==> src/rtl/phy_tx_serial_pkg.sv <==
// rtl/phy_tx_serial_pkg.sv - lane protocol constants and types shared by phy_tx_serial and phy_rx
package phy_tx_serial_pkg;

  localparam logic [7:0] COM_CHAR_DEFAULT   = 8'hBC;
  localparam int         SYNC_SLOTS_DEFAULT = 2;
  localparam int         SLOT_BITS          = 16;

  // Byte indices within a word (3 = [31:24]); each lane sends its first byte then its second.
  localparam int LANE0_FIRST_BYTE  = 3;
  localparam int LANE0_SECOND_BYTE = 1;
  localparam int LANE1_FIRST_BYTE  = 2;
  localparam int LANE1_SECOND_BYTE = 0;

  typedef enum logic [1:0] {
    ST_SYNC = 2'd0,
    ST_IDLE = 2'd1,
    ST_DATA = 2'd2
  } phy_state_t;

  function automatic logic [15:0] lane_pair(input logic [31:0] word, input int first, input int second);
    return {word[first*8 +: 8], word[second*8 +: 8]};
  endfunction

endpackage

==> src/rtl/phy_tx_serial_lane_serializer.sv <==
// rtl/phy_tx_serial_lane_serializer.sv - 16-bit load/shift register driving one serial lane, MSB first
module phy_tx_serial_lane_serializer (
  input  logic        clk,
  input  logic        reset,
  input  logic        load,
  input  logic [15:0] load_data,
  output logic        msb
);

  logic [15:0] shreg;

  always_ff @(posedge clk) begin
    if (reset) begin
      shreg <= 16'h0000;
    end else if (load) begin
      shreg <= load_data;
    end else begin
      shreg <= {shreg[14:0], 1'b0};
    end
  end

  assign msb = shreg[15];

endmodule

==> src/rtl/phy_tx_serial.sv <==
// rtl/phy_tx_serial.sv - two-lane serial transmitter; stripes 32-bit words over two lanes, COM fills idle slots
// Data bytes equal to COM_CHAR are sent as-is (no escaping), so a receiver may mistake them for sync.
module phy_tx_serial
  import phy_tx_serial_pkg::*;
#(
  parameter logic [7:0] COM_CHAR   = COM_CHAR_DEFAULT,
  parameter int         SYNC_SLOTS = SYNC_SLOTS_DEFAULT
) (
  input  logic        clk_32f,
  input  logic        reset,
  input  logic [31:0] data_in_phytx,
  input  logic        valid_in_phytx,
  output logic        ready_phytx,
  output logic        data_out0,
  output logic        data_out1,
  output logic        data_slot
);

  localparam int SYNC_W = (SYNC_SLOTS > 1) ? $clog2(SYNC_SLOTS) : 1;

  phy_state_t        state;
  logic [3:0]        bit_cnt;
  logic [SYNC_W-1:0] sync_cnt;
  logic              boundary;
  logic              take_word;
  logic [15:0]       load0;
  logic [15:0]       load1;

  assign boundary    = (bit_cnt == 4'(SLOT_BITS - 1));
  assign ready_phytx = boundary && (state != ST_SYNC) && !reset;
  assign take_word   = ready_phytx && valid_in_phytx;

  assign load0 = take_word ? lane_pair(data_in_phytx, LANE0_FIRST_BYTE, LANE0_SECOND_BYTE)
                           : {COM_CHAR, COM_CHAR};
  assign load1 = take_word ? lane_pair(data_in_phytx, LANE1_FIRST_BYTE, LANE1_SECOND_BYTE)
                           : {COM_CHAR, COM_CHAR};

  // bit_cnt resets to the boundary value so the first edge after release loads a COM slot.
  always_ff @(posedge clk_32f) begin
    if (reset) begin
      bit_cnt   <= 4'(SLOT_BITS - 1);
      state     <= ST_SYNC;
      sync_cnt  <= '0;
      data_slot <= 1'b0;
    end else if (boundary) begin
      bit_cnt <= 4'd0;
      case (state)
        ST_SYNC: begin
          data_slot <= 1'b0;
          if (sync_cnt == SYNC_W'(SYNC_SLOTS - 1)) begin
            state <= ST_IDLE;
          end else begin
            sync_cnt <= sync_cnt + 1'b1;
          end
        end
        default: begin
          data_slot <= take_word;
          state     <= take_word ? ST_DATA : ST_IDLE;
        end
      endcase
    end else begin
      bit_cnt <= bit_cnt + 4'd1;
    end
  end

  phy_tx_serial_lane_serializer u_lane0 (
    .clk       (clk_32f),
    .reset     (reset),
    .load      (boundary),
    .load_data (load0),
    .msb       (data_out0)
  );

  phy_tx_serial_lane_serializer u_lane1 (
    .clk       (clk_32f),
    .reset     (reset),
    .load      (boundary),
    .load_data (load1),
    .msb       (data_out1)
  );

endmodule

==> config.mk <==
export PLATFORM = sky130hd
export DESIGN_NAME = phy_tx_serial
export DESIGN_NICKNAME = d
export VERILOG_FILES = /design/src/rtl/phy_tx_serial_pkg.sv /design/src/rtl/phy_tx_serial_lane_serializer.sv /design/src/rtl/phy_tx_serial.sv
export SDC_FILE = /design/constraint.sdc
export NUM_CORES = 1
export LEC_CHECK = 0
export ABC_CLOCK_PERIOD_IN_PS = 3200
export BUFFER_PORTS_ARGS = -buffer_cell sky130_fd_sc_hd__buf_4
export CAP_MARGIN = 20
export CELL_PAD_IN_SITES_DETAIL_PLACEMENT = 0
export CELL_PAD_IN_SITES_GLOBAL_PLACEMENT = 2
export CORE_MARGIN = 3
export CORE_UTILIZATION = 33
export DETAILED_ROUTE_END_ITERATION = 6
export PLACE_DENSITY = 0.77
export SETUP_SLACK_MARGIN = 0.1
export SLEW_MARGIN = 25
export SYNTH_ARGS = -nofsm -noshare
export SYNTH_HDL_FRONTEND = slang
export SYNTH_SLANG_ARGS = --single-unit
==> constraint.sdc <==
create_clock -name clk_32f -period 3.2 [get_ports clk_32f]
set_input_delay 0.16 -clock clk_32f [delete_from_list [all_inputs] [get_ports clk_32f]]
set_output_delay 0.16 -clock clk_32f [all_outputs]
set_load 0.02 [all_outputs]
== Word-level counts from Yosys, hierarchy flattened ==
Index checks and enable logic that the tools add are counted.

* Add/subtract/negate cells: 2
* Eq/ne operators: 2
* Multiplexer cells: 10
* Bitwise logic cells: 2
* Reductions and logical operators: 9

{| class="wikitable"
|+ Operator list
! kind !! count
|-
| 16-bit 2-to-1 mux || 4
|-
| 2-bit 2-to-1 mux || 3
|-
| 4-bit by 1-bit adder with 4-bit output (second input constant) || 1
|-
| 4-bit == test (second input constant) || 1
|-
| 4-bit 2-to-1 mux || 1
|-
| 2-bit AND reduction || 2
|-
| 1-bit logical AND || 3
|-
| 3-bit OR reduction || 1
|-
| 2-bit logical NOT || 1
|-
| 1-bit 2-to-1 mux || 2
|-
| 2-bit != test (second input constant) || 1
|-
| 1-bit NOT || 2
|-
| 2-bit nonzero test || 1
|-
| 1-bit adder (second input constant) || 1
|-
| 1-bit logical NOT || 1
|}

* Register bits: 40
* Input bits: 35
* Output and inout bits: 4
* Logic and storage cells: 33

== Logic depth before layout (Yosys ltp) ==
* Word-level depth: 6
* Depth in mapped cells: 6
* Depth with buffers taken out: 4

== Modules after synthesis ==
Synthesis repeated with hierarchy kept, for this count alone.

* Cells, all modules: 169
* Area, all modules: 1706.6 µm²

{| class="wikitable"
|+ By module, submodules not included
! module !! instances !! cells each !! area each (µm²) !! sequential area each (µm²)
|-
| phy_tx_serial_lane_serializer || 2 || 50 || 573.0 || 320.3
|-
| phy_tx_serial || 1 || 69 || 560.5 || 160.2
|}

== Least setup slack after synthesis ==
OpenSTA, ideal clock, no wires.

* Kind: register to output
* Start: register bit_cnt[0]
* End: output ready_phytx
* Arrival: 1.427 ns
* Required time: 3.040 ns
* Setup slack: 1.613 ns
* Stages on the path, launching flop included: 5
* Path buffers: 1
* Path through: dfxtp_1 -> ha_1 -> nand3_1 -> clkbuf_1 -> nor3_1

* Longest elaborated chain between the ends: 3

{| class="wikitable"
|+ Ends and longest elaborated chain
! item !! line !! source
|-
| start: declaration || phy_tx_serial.sv:22 || <nowiki>logic [3:0] bit_cnt;</nowiki>
|-
| start signal: assignment || phy_tx_serial.sv:41 || <nowiki>bit_cnt <= 4'(SLOT_BITS - 1);</nowiki>
|-
| start signal: assignment || phy_tx_serial.sv:62 || <nowiki>bit_cnt <= bit_cnt + 4'd1;</nowiki>
|-
| 4-bit == test || phy_tx_serial.sv:29 || <nowiki>assign boundary = (bit_cnt == 4'(SLOT_BITS - 1));</nowiki>
|-
| 1-bit logical AND (2 in a row) || phy_tx_serial.sv:30 || <nowiki>assign ready_phytx = boundary && (state != ST_SYNC) && !reset;</nowiki>
|-
| end: declaration || phy_tx_serial.sv:13 || <nowiki>output logic ready_phytx,</nowiki>
|}

Every way passes these cells.

== Worst setup path after layout ==
Ends and elaborated chain as after synthesis.

==> impl.org <==
** Synth
- Synthesis inferred 40 register bits.
- When the netlist entered floorplanning its net count stood at 169.
- Seq/Total Area, Yosys :: 55.9%
- The cell count after synthesis came out at 133.
- The average instance in the mapped netlist occupies 10.8 µm².
- Counting distinct cell types in the post-synthesis netlist gives 25.
- Post-Syn Area :: 1430 µm²
- During synthesis, Yosys emitted a total of 0 warnings.

** Detailed routing
- For this run, design rule violations remaining after detail routing come to 0.
- Routed via count :: 1147
- Routed length per instance :: 14.7 µm
- The routed design has 3.20 mm of wire.
- Average via count per standard cell :: 5.26
- Count of routing violations after the opening detailed-route iteration :: 46
- The pre-antenna-repair detailed-routing pass consisted of 4 iterations.
- Antenna Nets Post-Route :: 0

** GRT
- Antenna violations before repair :: 0
- Summed over all layers, the global routing overflow is 0.
- In the global route stage, overall resource usage came out at 12.8%.
- Number of global-route vias before repair :: 1120
- The first global-routing pass estimated 5.10 mm of wire.
- Entering global routing, the biggest net connects 26 pins.

** Worst setup path
- Worst path cell trace :: ha_1, nand3_1, nor3_1, buf_4
- Arrival time of the worst setup path :: 1.93 ns
- Critical path launch point type :: flop
- The critical path in this run is classified as reg2out.
- Crit path max fanout :: 15
- Critical-path cell with the highest stage delay :: nand3_1
- Largest delay share family, worst path :: simple AND/OR/NAND/NOR gates
- Type of element capturing the critical path :: primary output
- Total buffers and inverters traversed by the critical path :: 1
- STA puts the critical path data required time at 3.04 ns.
- For this run, the slowest stage of the critical path takes 0.50 ns.

** Timing
- Rel. slew slack :: 51.3%
- Setup_tns :: 0 ns
- Clock skew after layout :: 0.00377 ns
- At the pin with the least slew margin, the transition time is 0.730 ns.
- Static timing analysis puts the maximum clock frequency at 0.479 GHz.
- Count of final max-slew check failures :: 0
- Final min period :: 2.09 ns
- Post-route clock period utilization :: 65.3%
- Setup violations remaining at the end of the flow were counted as 0.
- The hold violation count in the final report is 0.
- Setup repair after global routing left no endpoint under its margin.

** Status
- Status :: completed

** Placement
- Quantity of I/O buffers inserted on ports :: 38
- Placed wire-length estimate :: 2.13 mm
- RePlAce Congestion :: 0.760

** Clocking
- The clock reaches the later pin of the worst-skew pair after 0.28 ns.
- TritonCTS sink count :: 40
- Counting the buffers created by CTS gives 5.
- Hold bufs inserted after CTS :: 0
- Number of levels the H-tree was split into :: 2
- Clock Root Buffer :: clkbuf_8
- Clk slew on worst S/H paths :: 0.07 ns
- In this run, post-CTS repair resized a total of 0 instances.
- The clock passes through at most 2 buffers.
- In this run the post-CTS setup repair buffer count came out at 0.
- Clock tree from TritonCTS :: done

** Floorplanning
- Number of cell rows :: 23
- Once the floorplan was initialized, standard cells occupied 35.0% of the core.
- The die covers 5160 µm².
- 39 I/O pins were placed.
- The core region is 4090 µm².
- The floorplan step set the die height to 71.9 µm.
- The die is 71.9 µm wide.

** Pwr
- In this run the power density over the cells is 687 nW/µm².
- Leakage :: 0.726 nW
- Largest vdd supply drop :: 0.000295 V

** Layout
- 0 antenna diodes ended up in the layout.
- Layout cells sized above 1 :: 29.8%
- The library cell used most frequently in the layout, excluding fill and tap cells, is dfxtp_1.
- Area growth from synthesis to final layout :: 25.3%
- Leaving out fill and tap cells, the most frequent cells in the layout are dfxtp_1 (40), buf_4 (39), o221a_1 (19).
- Net count, final :: 203
- Cells fill 43.9% of the core in the end.

** Job
- The tool flagged a number of max-cap violations equal to 0.

** Min path
- The path class of the tightest hold or removal check is in2reg.
-- cell type report --
type	count	area [µm²]
Clock inverter	2	10.0
Tap cell	50	62.6
Fill cell	410	2290
Sequential cell	40	801
Multi-Input combinational cell	80	541
Timing Repair Buffer	39	293
Clock buffer	6	82.6
Inverter	1	3.75
-- sequential cells by signal (all words and copies together) (netlist names) --
name / flops
data_slot: 1
u_lane1.shreg: 16
state: 2
bit_cnt: 4
sync_cnt: 1
u_lane0.shreg: 16
-- cell families after synthesis --
logic type,count (synthesis),synth area share [%]
AO/OA/AOI/OAI,41,23.5
adder cells (fa/ha/maj),1,0.874
flip-flops,40,55.9
AND/OR/NAND/NOR,37,12.8
XOR/XNOR,1,0.612
buffers and inverters,13,6.29
-- metrics by stage --
stage / setup slack [ns] / instances / power [mW] / cell area [µm²] / hold slack [ns]
floorplan: 1.61 / 133 / 0.847 / 1430 / 0.306
global placement: 1.29 / 210 / 0.908 / 1700 / 0.399
detailed placement: 1.21 / 210 / 0.913 / 1700 / 0.397
CTS: 1.06 / 218 / 1.25 / 1790 / 0.0958
global route: 0.918 / 218 / 1.31 / 1790 / 0.112
finish: 1.11 / 218 / 1.23 / 1790 / 0.101
-- cell usage after synthesis --
master,count,share of area (%)
nor3_1,1,0.35
o21a_1,1,0.52
xnor2_1,1,0.61
nand3_1,12,4.2
dfxtp_1,40,56
nor2b_1,1,0.44
nand2_1,12,3.1
and3_1,3,1.3
and3b_1,1,0.61
buf_4,2,1.0
nand2_4,1,0.79
inv_1,1,0.26
a31oi_1,1,0.44
a21oi_1,15,5.2
nand4_1,1,0.44
o31ai_1,1,0.52
nor2_1,4,1.0
o221a_2,1,0.79
o21ai_0,3,1.0
o221a_1,19,15
buf_6,4,3.1
or2_2,1,0.44
buf_2,3,1.0
clkbuf_1,3,0.79
ha_1,1,0.87
-- worst register-to-register path, cell delays in order, from the launching register on --
cell	delay, ns
dfxtp_1	0.37
ha_1	0.26
and3_1	0.63
buf_4	0.35
nand3_1	0.11
a21oi_1	0.20
-- where the power goes --
part	total, mW	internal (mW)	switching (mW)
combinational	0.268	0.128	0.140
clock	0.334	0.172	0.162
sequential	0.630	0.591	0.0392
total	1.23	0.891	0.341
-- per-layer routing --
layer  GRT usage (%)  part of all wire [%]  vias up
met5               0                     0        -
met4            5.64                   1.9        0
met3            4.77                   8.3        8
met2            20.6                    46       40
met1            15.2                    43      540
li1                -                     -      559
-- worst paths after layout --
path | startpoint | endpoint | slack (ns) | cells after the start
worst max-delay path | bit_cnt[0] | ready_phytx | 1.11 | 4
worst min-delay path | data_in_phytx[8] | u_lane0.shreg[0] | 0.10 | 2
worst max register to register | bit_cnt[0] | u_lane0.shreg[9] | 1.22 | 5
worst min register to register | u_lane1.shreg[7] | u_lane1.shreg[8] | 0.43 | 2
Power figures use the tool's default switching activity.
